--- src/rtl/prdecoder_seq.sv ---
// prdecoder_seq -- sequenced 3-to-8 decoder.
//
// Accepts 3-bit codes over a valid/ready handshake into a 2-entry FIFO and
// replays each one as a one-hot strobe. Each strobe is held for HOLD cycles
// and is followed by GAP forced-zero cycles. Completed strobes are counted
// modulo 256.
//
// Parameters
//   HOLD  cycles each one-hot strobe is driven (1..255)
//   GAP   idle cycles after each strobe (0..255)
// Ports
//   clk        rising-edge clock
//   rst        synchronous active-high reset
//   code_in    code to decode
//   valid_in   code_in is valid
//   ready_out  can accept a code (FIFO not full, low during reset)
//   out        registered one-hot strobe, zero otherwise
//   out_valid  registered, high exactly while out is non-zero
//   busy       FSM not idle or FIFO holds codes
//   count      completed strobes, wraps 255 -> 0
module prdecoder_seq #(
  parameter int HOLD = 4,
  parameter int GAP  = 1
) (
  input  logic       clk,
  input  logic       rst,
  input  logic [2:0] code_in,
  input  logic       valid_in,
  output logic       ready_out,
  output logic [7:0] out,
  output logic       out_valid,
  output logic       busy,
  output logic [7:0] count
);

  typedef enum logic [1:0] {ST_IDLE, ST_DRIVE, ST_GAP} state_t;

  localparam logic [7:0] HOLD_M1 = 8'(HOLD - 1);
  localparam logic [7:0] GAP_M1  = (GAP > 0) ? 8'(GAP - 1) : 8'd0;
  localparam bit         HAS_GAP = (GAP > 0);

  state_t     state_reg;
  logic [7:0] timer_reg;
  logic [7:0] out_reg;
  logic       out_valid_reg;
  logic [7:0] count_reg;

  logic [1:0] level_reg;
  logic       wr_ptr_reg;
  logic       rd_ptr_reg;
  logic [2:0] fifo_mem [2];

  logic       full;
  logic       empty;
  logic       push;
  logic       pop;
  logic       timer_zero;
  logic [2:0] head;
  logic [7:0] head_onehot;

  assign full       = (level_reg == 2'd2);
  assign empty      = (level_reg == 2'd0);
  assign timer_zero = (timer_reg == 8'd0);

  // ready_out depends only on the registered level (and reset), so a pop in
  // the same cycle never lets a third code in.
  assign ready_out = !rst && !full;
  assign push      = valid_in && ready_out;
  assign head      = fifo_mem[rd_ptr_reg];

  // The FSM pops whenever it is about to load a new strobe.
  always_comb begin
    pop = 1'b0;
    if (!empty) begin
      unique case (state_reg)
        ST_IDLE:  pop = 1'b1;
        ST_DRIVE: pop = timer_zero && !HAS_GAP;
        ST_GAP:   pop = timer_zero;
        default:  pop = 1'b0;
      endcase
    end
  end

  generate
    for (genvar gi = 0; gi < 8; gi++) begin : g_dec
      assign head_onehot[gi] = (head == 3'(gi));
    end
  endgenerate

  // FIFO storage needs no reset: an entry is only read while level says it
  // was written.
  always_ff @(posedge clk) begin
    if (push) fifo_mem[wr_ptr_reg] <= code_in;
  end

  always_ff @(posedge clk) begin
    if (rst) begin
      level_reg  <= 2'd0;
      wr_ptr_reg <= 1'b0;
      rd_ptr_reg <= 1'b0;
    end else begin
      if (push) wr_ptr_reg <= ~wr_ptr_reg;
      if (pop)  rd_ptr_reg <= ~rd_ptr_reg;
      unique case ({push, pop})
        2'b10:   level_reg <= level_reg + 2'd1;
        2'b01:   level_reg <= level_reg - 2'd1;
        default: level_reg <= level_reg;
      endcase
    end
  end

  always_ff @(posedge clk) begin
    if (rst) begin
      state_reg     <= ST_IDLE;
      timer_reg     <= 8'd0;
      out_reg       <= 8'h00;
      out_valid_reg <= 1'b0;
      count_reg     <= 8'h00;
    end else begin
      unique case (state_reg)
        ST_IDLE: begin
          if (pop) begin
            out_reg       <= head_onehot;
            out_valid_reg <= 1'b1;
            timer_reg     <= HOLD_M1;
            state_reg     <= ST_DRIVE;
          end
        end
        ST_DRIVE: begin
          if (!timer_zero) begin
            timer_reg <= timer_reg - 8'd1;
          end else begin
            count_reg <= count_reg + 8'd1;
            if (pop) begin
              // GAP=0: next strobe starts with no zero cycle in between.
              out_reg       <= head_onehot;
              out_valid_reg <= 1'b1;
              timer_reg     <= HOLD_M1;
            end else if (HAS_GAP) begin
              out_reg       <= 8'h00;
              out_valid_reg <= 1'b0;
              timer_reg     <= GAP_M1;
              state_reg     <= ST_GAP;
            end else begin
              out_reg       <= 8'h00;
              out_valid_reg <= 1'b0;
              state_reg     <= ST_IDLE;
            end
          end
        end
        ST_GAP: begin
          if (!timer_zero) begin
            timer_reg <= timer_reg - 8'd1;
          end else if (pop) begin
            out_reg       <= head_onehot;
            out_valid_reg <= 1'b1;
            timer_reg     <= HOLD_M1;
            state_reg     <= ST_DRIVE;
          end else begin
            state_reg <= ST_IDLE;
          end
        end
        default: state_reg <= ST_IDLE;
      endcase
    end
  end

  assign out       = out_reg;
  assign out_valid = out_valid_reg;
  assign count     = count_reg;
  assign busy      = (state_reg != ST_IDLE) || !empty;

endmodule

--- config.mk ---
export PLATFORM = sky130hd
export DESIGN_NAME = prdecoder_seq
export DESIGN_NICKNAME = d
export VERILOG_FILES = /design/src/rtl/prdecoder_seq.sv
export SDC_FILE = /design/constraint.sdc
export NUM_CORES = 1
export LEC_CHECK = 0
export ABC_AREA = 1
export CORE_MARGIN = 3
export CORE_UTILIZATION = 40
export CTS_CLUSTER_SIZE = 28
export DETAILED_ROUTE_END_ITERATION = 10
export SLEW_MARGIN = 20
export SYNTH_ARGS = -nofsm -noshare
export SYNTH_HDL_FRONTEND = slang
export SYNTH_SLANG_ARGS = --single-unit
--- constraint.sdc ---
create_clock -name clk -period 4.8 [get_ports clk]
set_input_delay 0.72 -clock clk [delete_from_list [all_inputs] [get_ports clk]]
set_output_delay 0.72 -clock clk [all_outputs]
set_load 0.005 [all_outputs]
# --- Word level (Yosys, flattened, before mapping) ---
# Memories as Yosys holds them, arrays and structs flattened. A register that Yosys moved wholly into a read port is not among the register bits.
# Cells that the tools add are included.
totals:
  out_inout_bits: 19
  input_bits: 6
  regBits: 31
  mem_bits_rw: 6
  memories: 1
  elab_cells: 75
memory_table:
  columns: ["memory", "words", "width", "rd", "rd_clocked_by_memory_dff", "wr", "line", "source"]
  rows:
  - ["fifo_mem", 2, 3, 1, 1, 1, "51", "logic [2:0] fifo_mem [2];"]
classes:
  n_addsub: 4
  n_mux: 28
  n_reduce_logical: 16
  bitwise_logic: 2
  n_eq_ne: 16
op_table:
  columns: ["operator", "n"]
  rows:
  - ["8-bit 2-to-1 mux", 7]
  - ["8-bit case mux with 3 select lines", 2]
  - ["3-bit == test (second input constant)", 4]
  - ["1-bit 2-to-1 mux", 10]
  - ["2-bit 2-to-1 mux", 5]
  - ["8-bit by 1-bit adder with 8-bit output (second input constant)", 1]
  - ["8-bit zero test", 1]
  - ["2-bit inequality test (second input constant)", 4]
  - ["8-bit by 1-bit subtractor with 8-bit output (second input constant)", 1]
  - ["2-bit == test (second input constant)", 3]
  - ["3-bit by 2-bit == test with 1-bit output (second input constant)", 2]
  - ["2-bit case mux with 3 select lines", 1]
  - ["2-bit by 1-bit == test with 1-bit output (second input constant)", 2]
  - ["2-bit zero test", 2]
  - ["2-bit case mux with 2 select lines", 1]
  - ["4-bit AND reduction", 1]
  - ["2-bit nonzero test", 2]
  - ["3-bit by 1-bit == test with 1-bit output (second input constant)", 1]
  - ["1-bit zero test", 3]
  - ["3-bit zero test", 1]
  - ["1-bit case mux with 3 select lines", 1]
  - ["3-bit AND reduction", 1]
  - ["3-bit nonzero test", 1]
  - ["2-bit by 1-bit adder with 2-bit output (second input constant)", 1]
  - ["6 further kinds", 8]

# --- Depth between registers and ports, before layout ---
# Gate-level depths: netlist (run 1).
depth:
  word_depth: 6
  mapped_depth: 13
  mapped_depth_nobuf: 13

# --- Worst setup path before layout (run 1) ---
# No wires, ideal clock.
synth_path:
  path_kind: "reg2reg"
  from: "reg state_reg[0]"
  to: "reg level_reg[1]"
  arrival_ns: 1.719
  n_path_buf: 0
  setup_time_ns: 0.132
  path_slack_ns: 2.949
  stages_incl_launch_ff: 11
  synth_period_minus_slack_ns: 1.851
  required_time_ns: 4.668
  path_cell_list: "dfxtp_1 -> inv_1 -> ha_1 -> nand3_4 -> nand2_4 -> nand2_4 -> inv_6 -> ha_1 -> nor2_1 -> and3_1 -> nor3_1"
synth_between:
  elab_chain_len: 5
  elab_cells_between_ends: 8
  cone_classes: "eq/ne: 3; mux: 3; reduce/logical: 2"
synth_rtl:
  columns: ["item", "line", "source"]
  rows:
  - ["from (decl)", "42", "state_t state_reg;"]
  - ["from (signal assigned)", "114", "state_reg <= ST_IDLE;"]
  - ["from (signal assigned)", "126", "state_reg <= ST_DRIVE;"]
  - ["from (signal assigned)", "143", "state_reg <= ST_GAP;"]
  - ["2-bit == test / 2-bit zero test (equally long branches)", "75", "unique case (state_reg)"]
  - ["1-bit case mux with 2 select lines *", "75", null]
  - ["1-bit 2-to-1 mux *", "74", "if (!empty) begin"]
  - ["via pop", "56", "logic pop;"]
  - ["2-bit by 1-bit == test with 1-bit output / 2-bit == test (equally long branches)", "104", "unique case ({push, pop})"]
  - ["2-bit case mux with 2 select lines / 2-bit nonzero test (equally long branches)", null, null]
  - ["to (signal assigned)", "105", "2'b10: level_reg <= level_reg + 2'd1;"]
  - ["to (signal assigned)", "106", "2'b01: level_reg <= level_reg - 2'd1;"]
  - ["to (signal assigned)", "107", "default: level_reg <= level_reg;"]
  - ["to (decl)", "48", "logic [1:0] level_reg;"]
# Mark *: on every way through the listed nets, which the timed path passes. The rest lies on a longest branch.
# A chain may end at the register's enable or synchronous reset.

# --- Worst setup path after layout (run 1) ---
layout_path:
  from: "in rst"
  to: "out ready_out"
layout_between:
  elab_chain_len: 2
layout_rtl:
  columns: ["item", "line", "source"]
  rows:
  - ["from (decl)", "26", "input logic rst,"]
  - ["1-bit zero test", "67", "assign ready_out = !rst && !full;"]
  - ["1-bit logical AND", "67", null]
  - ["to (decl)", "29", "output logic ready_out,"]
# Every way passes these cells.

==> results of run 1 <==
==> power groups by stage <==
stage          registers, W  logic (W)  clock network (W)
3_5_place_dp       0.000463   0.000780                  0
4_1_cts            0.000456   0.000784           0.000341
6_report           0.000455   0.000777           0.000332
3_3_place_gp       0.000461   0.000778                  0
5_1_grt            0.000467   0.000893           0.000354
2_1_floorplan      0.000453   0.000600                  0
==> layer usage <==
layer,vias up,track usage (%),wire (microns)
met2,24,25.3,1890
li1,942,-,-
met3,7,4.18,123
met4,0,5.87,65
met5,-,0,0
met1,754,18.0,2010
==> cells in the final DEF, fill, tap and decap left out, drive strengths merged <==
cell           instances
a21oi                 25
a31oi                  1
and3                   1
bufinv                 2
clkbuf                 5
clkdlybuf4s50         24
clkinv                 1
dfxtp                 32
edfxtp                 6
ha                     8
inv                   43
mux2i                  1
nand2                 64
nand3                 12
nand4                  2
nor2                  47
nor3                   3
nor3b                  1
o211ai                 1
o21a                   1
o21ai                 23
o21bai                 1
xor2                   4
==> critical path, stage by stage <==
cell and delay, ns:
clkdlybuf4s50_1 0.66, a21oi_1 0.27, clkdlybuf4s50_1 0.54
==> final timing paths <==
kind	startpoint	to	slack, ns	cells past startpoint
setup / recovery	rst	ready_out	1.88	3
hold / removal	rd_ptr_reg$_SDFFE_PP0P_	register	0.46	1
setup reg to reg	state_reg[0]$_SDFFE_PP0P_	level_reg[1]$_SDFFE_PP0P_	2.71	10
hold reg to reg	rd_ptr_reg$_SDFFE_PP0P_	register	0.46	1
==> final cells by class <==
class	count	area share, %
clock inverter	3	2.78
clock buffer	5	2.78
tap	67	3.39
timing repair buffer	24	9.72
multi-input combinational	195	41.4
sequential	38	33.2
inverter	43	6.73
==> per-stage QoR <==
step | utilization [%] | hold slack (ns) | cells
detailed placement | 48.4 | 0.443 | 367
CTS | 51.3 | 0.465 | 375
global route | 51.3 | 0.481 | 375
finish | 51.3 | 0.463 | 375
floorplan | - | 0.425 | 279
global placement | 48.4 | 0.438 | 367
==> cells by family (layout without fill, tap and decap cells) <==
family | Yosys count | after routing
adders and majority gates | 8 | 8
DFF | 38 | 38
buffers and inverters | 46 | 75
xor gates and xnor gates | 4 | 4
AOI/OAI and AO/OA | 52 | 52
muxes | 1 | 1
and+or+nand+nor | 130 | 130
==> impl_metrics.csv, run 1 <==
group,metric,value,unit
run_status,outcome,"finished, final reports clean",
sta,drv_slew,0,
final_layout,nets,321,
hold_path,hold_class,"register to register",
place,placed_area,2330,sq um
clock_tree,cts.repair.resized,0,
final_layout,seqCellArea,821,sq um
yosys,synth_xor_area_share,1.72,%
yosys,postSynthAreaPerCell,7.31,sq um
pwr,leakagePower,1.03,nW
global_routing,grt_antenna_before_repair,0,
global_routing,track_usage,15.0,%
pwr,pwr-share-clk,21.2,%
sta,finClkSkew,0.00955,ns
final_layout,drive_above_1_share,10.1,%
place,routabilityCongestion,0.828,
die,io_pins,25,
yosys,synth_adder_area_share,4.91,%
yosys,synth_top_area_share,31.4,%
yosys,synth.area.top_cells,"dfxtp_1 31%, nand2_1 11%, edfxtp_1 8.8%",
yosys,async_reset_ff_share,0,%
detailed_routing,detail-route-antenna-nets,0,
yosys,yosys-mux-area-fraction,0.491,%
pwr,comb_power_share,49.7,%
yosys,synth_common_cells,"58 x nand2_1, 40 x nor2_1, 37 x inv_1",
detailed_routing,wl,4090,microns
setup_path,critPathMaxFanout,14,
yosys,postSynthCellCount,279,
global_routing,grt_pass1_vias,1692,
clock_tree,cts_buffers,5,
detailed_routing,drt_iter0_drc,99,
pwr,switching_share,41.6,%
die,die_w,77.4,microns
yosys,yosys.area_share.simple,29.1,%
clock_tree,cts.sinks,38,
sta,worstMarginPinSlew,0.594,ns
sta,finalSetupTns,0,ns
place,port_buffers,24,
sta,clock.fmax,343,MHz
die,core,4820,sq um
sta,timing.final.crit_share,60.7,%
yosys,synth.most_common_cell,"nand2_1",
global_routing,grt.overflow.total,0,
setup_path,critPathKind,"input pin to output port",
detailed_routing,avgRoutedWirePerCell,10.9,microns
sta,setup_ws,1.88,ns
die,initial_core_util,42.3,%
clock_tree,cts_max_level,2,
clock_tree,cts_tree,"done",
detailed_routing,drc,0,
place,place_ws,1.88,ns
yosys,synth-edff-count,6,
yosys,yosysWarnings,0,
final_layout,fillers,496,
detailed_routing,first_pass_iters,4,
clock_tree,cts_root_buf,"clkbuf_8",
yosys,synthFlopType,"dfxtp_1",
pwr,power.switching,0.000651,W
setup_path,critPathCaptureType,"output port",
sta,rsz0062_at_grt,"no",
final_layout,antenna_cells,0,
yosys,syn_area,2040,sq um
run,drv_cap,0,
global_routing,grt_pass1_wl,7160,microns
pwr,power,0.00156,W
setup_path,critPathRequiredTime,4.08,ns
pwr,power.internal,0.000913,W
die,rows,25,
yosys,synth-seq-cells,38,
pwr,p_seq_share,29.1,%
final_layout,stdcell_area,2470,sq um
yosys,ys_types,33,
global_routing,grt_max_degree,20,
yosys,ys_seq_area_share,40.3,%
pwr,peakVddDrop,0.224,mV
detailed_routing,via_per_inst,4.61,
final_layout,area_growth,21.2,%
clock_tree,holdBufCountCts,0,
setup_path,worstPathArrival,2.20,ns
setup_path,timing.critical_path.from_type,"input pin",
yosys,synth_top_family_by_area,"simple AND/OR/NAND/NOR gates",
final_layout,multiInputGateArea,1020,sq um
pwr,power.density,633,nW/um^2
sta,relSlewSlack,60.4,%
clock_tree,clkLatencyLatePin,0.30,ns
die,dieArea,5990,sq um
clock_tree,post_cts_buffers,0,
die,die_y,77.4,microns
place,dpl.hpwl,3060,microns
yosys,synth_compound_area_share,13.9,%
clock_tree,path_clk_slew,0.08,ns
yosys,synth_nets,293,
yosys,yosysTopAreaCell,"dfxtp_1",
sta,finalHoldViolCount,0,
clock_tree,cts.path.max_buffers,2,
sta,finalSetupViolations,0,
sta,min_period,2.92,ns
detailed_routing,route.vias.total,1727,
No activity file was read; power rests on OpenSTA's default activity.
==> inputs of run 2 (changes only) <==
clock period = 2.69 ns   (was 4.8 ns; I/O delays follow)
==> run 2 against run 1 <==
Compared with the run above: design area is 1.8% lower; total power is 65% higher; global-route usage is 0.44 points lower; largest cell class unchanged.
==> impl_metrics.csv, run 2 (synthesis gave the netlist of run 1 again) <==
group,metric,value,unit
run_status,outcome,"finished, final reports clean",
setup_path,timing.critical_path.from_type,"register",
global_routing,grt_max_degree,20,
clock_tree,cts.repair.resized,0,
global_routing,grt_antenna_before_repair,0,
detailed_routing,wl,3990,microns
pwr,peakVddDrop,0.537,mV
die,core,4820,sq um
clock_tree,cts_buffers,5,
sta,clock.fmax,465,MHz
detailed_routing,avgRoutedWirePerCell,10.6,microns
sta,finalHoldViolCount,0,
sta,drv_slew,0,
die,dieArea,5990,sq um
clock_tree,cts_tree,"done",
clock_tree,cts_root_buf,"clkbuf_8",
sta,finalSetupTns,0,ns
die,die_y,77.4,microns
sta,worstMarginPinSlew,0.558,ns
place,routabilityCongestion,0.892,
final_layout,nets,322,
die,io_pins,25,
die,initial_core_util,42.3,%
clock_tree,clkLatencyLatePin,0.29,ns
setup_path,r2r_cells,10,
detailed_routing,drt_iter0_drc,60,
global_routing,grt_pass1_vias,1600,
hold_path,hold_class,"register to register",
detailed_routing,first_pass_iters,4,
clock_tree,cts.sinks,38,
place,port_buffers,24,
pwr,leakagePower,1.01,nW
setup_path,critPathRequiredTime,2.29,ns
global_routing,grtUsageMet3,3.13,%
setup_path,critPathCaptureType,"output port",
global_routing,track_usage,14.5,%
hold_path,hold_path_depth,2,
final_layout,final_cell_mix,"58 x nand2_1, 40 x nor2_1, 37 x inv_1",
clock_tree,path_clk_slew,0.07,ns
global_routing,use_met1,19.3,%
final_layout,area_growth,19.0,%
global_routing,grt_pass1_wl,7040,microns
place,dpl.hpwl,2990,microns
sta,finClkSkew,0.00709,ns
clock_tree,holdBufCountCts,0,
pwr,power.density,1060,nW/um^2
final_layout,drive_above_1_share,10.0,%
final_layout,multiInputGateArea,1020,sq um
final_layout,final_common_cell,"nand2_1",
run,drv_cap,0,
detailed_routing,via_per_inst,4.60,
setup_path,worstPathArrival,1.75,ns
sta,timing.final.crit_share,79.9,%
setup_path,critPathKind,"register to output port",
final_layout,antenna_cells,0,
clock_tree,cts_max_level,2,
detailed_routing,route.vias.total,1729,
detailed_routing,drc,0,
sta,rsz0062_at_grt,"no",
global_routing,globalRoute.busiestLayer,"met2",
sta,min_period,2.15,ns
final_layout,fillers,528,
setup_path,critPathMaxFanout,7,
die,rows,25,
final_layout,seqCellArea,821,sq um
clock_tree,post_cts_buffers,0,
clock_tree,cts.path.max_buffers,2,
sta,finalSetupViolations,0,
detailed_routing,detail-route-antenna-nets,0,
global_routing,grt.overflow.total,0,
sta,relSlewSlack,62.8,%
global_routing,met2_usage,22.7,%
sta,hold_ws,0.460,ns
die,die_w,77.4,microns
[run 2: power by group]
group	leakage (nW)	switching, W	internal, W
sequential	0.317	0.000103	0.000706
clock	0.0416	0.000203	0.000177
combinational	0.652	0.000836	0.000552
total	1.01	0.00114	0.00144
[run 2: critical path, stage by stage (launching register included)]
cell	delay, ns
dfxtp_1	0.53
inv_1	0.11
ha_1	0.23
nand2_1	0.08
clkdlybuf4s50_1	0.50
[run 2: worst paths after layout]
path                        startpoint                        end  slack [ns]
max          state_reg[0]$_SDFFE_PP0P_                       busy        0.54
min          timer_reg[7]$_SDFFE_PP0P_  timer_reg[7]$_SDFFE_PP0P_        0.46
max reg2reg  state_reg[0]$_SDFFE_PP0P_  level_reg[1]$_SDFFE_PP0P_        0.64
min reg2reg  timer_reg[7]$_SDFFE_PP0P_  timer_reg[7]$_SDFFE_PP0P_        0.46
[run 2: cell type report]
| type | count | area share (%) |
|---|---|---|
| tap | 67 | 3.46 |
| multi-input combinational | 195 | 42.1 |
| timing repair buffer | 25 | 10.2 |
| clock inverter | 3 | 0.670 |
| sequential | 38 | 33.8 |
| inverter | 43 | 6.86 |
| clock buffer | 5 | 2.84 |
[run 2: per-stage QoR]
step | cell area [sq um] | cells | worst slack, ns | util, % | total power (W)
floorplan | 2040 | 279 | 0.839 | - | 0.00188
global placement | 2340 | 368 | 0.746 | 48.6 | 0.00222
detailed placement | 2340 | 368 | 0.690 | 48.6 | 0.00222
CTS | 2430 | 376 | 0.530 | 50.4 | 0.00262
global route | 2430 | 376 | 0.450 | 50.4 | 0.00286
finish | 2430 | 376 | 0.540 | 50.4 | 0.00258
[run 2: metal layers]
layer | share of wire [%] | vias to the layer above
met2 | 45 | 24
met5 | 0 | -
met1 | 51 | 759
met4 | 1.6 | 0
li1 | - | 941
met3 | 2.8 | 5
==> inputs of run 3 (changes only) <==
clock period = 1.86 ns   (was 2.69 ns; I/O delays follow)
==> run 3 against run 2 <==
Compared with the run above: total power increased by 64%; clock-buffer cell count unchanged; die area did not move; critical path depth grew 8; flip-flop and latch count is the same; via count up 3.1%; global-route usage up 0.46 points; worst hold slack got worse by 0.0046 ns; sequential share of layout area down 2.1 points; non-clock buffer count is 11 higher; sequential power increased by 43%; wire length grew 2.5%; critical endpoint is now level_reg[1]$_SDFFE_PP0P_; highest routed layer unchanged.
==> impl_metrics.csv, run 3 (synthesis gave the netlist of run 1 again) <==
group,metric,value,unit
run_status,outcome,"finished, final reports clean",
setup_path,critPathRequiredTime,2.04,ns
setup_path,slowest_delay,0.34,ns
sta,worstMarginPinSlew,0.443,ns
place,dpl.hpwl,3050,microns
setup_path,worstPathArrival,1.95,ns
detailed_routing,wl,4090,microns
pwr,power,0.00423,W
place,routabilityCongestion,0.898,
detailed_routing,drc,0,
setup_path,timing.critical_path.from_type,"register",
setup_path,critPathMaxFanout,9,
setup_path,cp_slowest_cell,"dfxtp_1",
detailed_routing,detail-route-antenna-nets,0,
clock_tree,cts.path.max_buffers,2,
final_layout,multiInputGateArea,1050,sq um
detailed_routing,drt_iter0_drc,87,
final_layout,seqCellArea,822,sq um
detailed_routing,route.vias.total,1782,
setup_path,path_cells,"inv_2 -> ha_2 -> nand2_2 -> nor2_4 -> nand3_4 -> nand2_4 -> nand2_4 -> inv_6 -> ha_4 -> nor2_2 -> and3_1 -> nor3_1",
clock_tree,cts_tree,"done",
global_routing,grt_pass1_wl,7290,microns
final_layout,final_cell_mix,"57 x nand2_1, 39 x nor2_1, 35 x inv_1",
pwr,power.density,1630,nW/um^2
pwr,leakagePower,1.09,nW
clock_tree,cts_root_buf,"clkbuf_8",
global_routing,grt_antenna_before_repair,0,
die,rows,25,
sta,relSlewSlack,70.4,%
sta,finClkSkew,0.00606,ns
detailed_routing,via_per_inst,4.60,
clock_tree,cts.sinks,38,
global_routing,grt_pass1_vias,1723,
sta,finalHoldViolCount,0,
sta,setup_ws,0.0936,ns
clock_tree,post_cts_buffers,0,
sta,timing.final.crit_share,95.0,%
die,initial_core_util,42.3,%
detailed_routing,first_pass_iters,4,
sta,clock.fmax,566,MHz
sta,finalSetupViolations,0,
place,place_ws,0.0206,ns
clock_tree,clkLatencyLatePin,0.29,ns
setup_path,critPathCaptureType,"register",
final_layout,drive_above_1_share,16.3,%
clock_tree,path_clk_slew,0.08,ns
clock_tree,cts_buffers,5,
global_routing,grt_max_degree,17,
setup_path,path_buf_inv,2,
sta,min_period,1.77,ns
setup_path,critPathKind,"register to register",
global_routing,grt.overflow.total,0,
place,port_buffers,24,
detailed_routing,avgRoutedWirePerCell,10.6,microns
setup_path,crit_top_cell,"nand2_4",
hold_path,hold_class,"register to register",
sta,rsz0062_at_grt,"yes",
global_routing,track_usage,15.0,%
run,drv_cap,0,
die,core,4820,sq um
clock_tree,holdBufCountCts,0,
clock_tree,cts_max_level,2,
final_layout,area_growth,27.1,%
pwr,peakVddDrop,0.796,mV
final_layout,fillers,506,
die,io_pins,25,
die,dieArea,5990,sq um
setup_path,cp_top_family,"simple AND/OR/NAND/NOR gates",
final_layout,nets,333,
die,die_w,77.4,microns
final_layout,final_common_cell,"nand2_1",
final_layout,antenna_cells,0,
sta,drv_slew,0,
die,die_y,77.4,microns
[run 3: stage by stage]
stage	area, sq um	hold slack (ns)	TNS [ns]	utilization (%)	cells
CTS	2560	0.452	0	53.2	387
floorplan	2040	0.355	0	-	279
finish	2590	0.455	0	53.8	387
global route	2590	0.498	-0.000863	53.8	387
global placement	2420	0.435	0	50.3	379
detailed placement	2420	0.440	0	50.3	379
[run 3: routing by layer]
metal  share of wire [%]  up-vias  global-route usage, %  wire, microns
met5                   0        -                      0              0
met4                 1.7        0                   6.41             70
met3                 2.4        8                   3.13            100
met2                  44       25                   23.5           1820
met1                  51      784                   20.0           2100
li1                    -      965                      -              -
[run 3: cell type report]
type / count / area share (%)
timing repair buffer: 36 / 12.7
clock inverter: 3 / 2.66
clock buffer: 5 / 2.66
inverter: 43 / 6.42
multi-input combinational: 195 / 40.6
sequential: 38 / 31.7
tap: 67 / 3.24
[run 3: final timing paths]
path | cells past startpoint | start | slack (ns) | endpoint
worst max-delay path | 12 | timer_reg[1]$_SDFFE_PP0P_ | 0.09 | level_reg[1]$_SDFFE_PP0P_
worst min register to register | 1 | rd_ptr_reg$_SDFFE_PP0P_ | 0.46 | rd_ptr_reg$_SDFFE_PP0P_
worst max register to register | 12 | timer_reg[1]$_SDFFE_PP0P_ | 0.09 | level_reg[1]$_SDFFE_PP0P_
worst min-delay path | 1 | rd_ptr_reg$_SDFFE_PP0P_ | 0.46 | rd_ptr_reg$_SDFFE_PP0P_
[run 3: what timing repair did]
action | 4_1_cts | 5_1_grt
gates resized for setup | 1 | 10
endpoints found under the setup margin | 1 | 14
pin swaps | 1 | 1
[run 3: report_power, final]
part | internal, W | switching, W | total [W]
Combinational | 0.000950 | 0.00129 | 0.00224
Clock | 0.000537 | 0.000302 | 0.000839
Sequential | 0.00102 | 0.000134 | 0.00116
Total | 0.00251 | 0.00172 | 0.00423
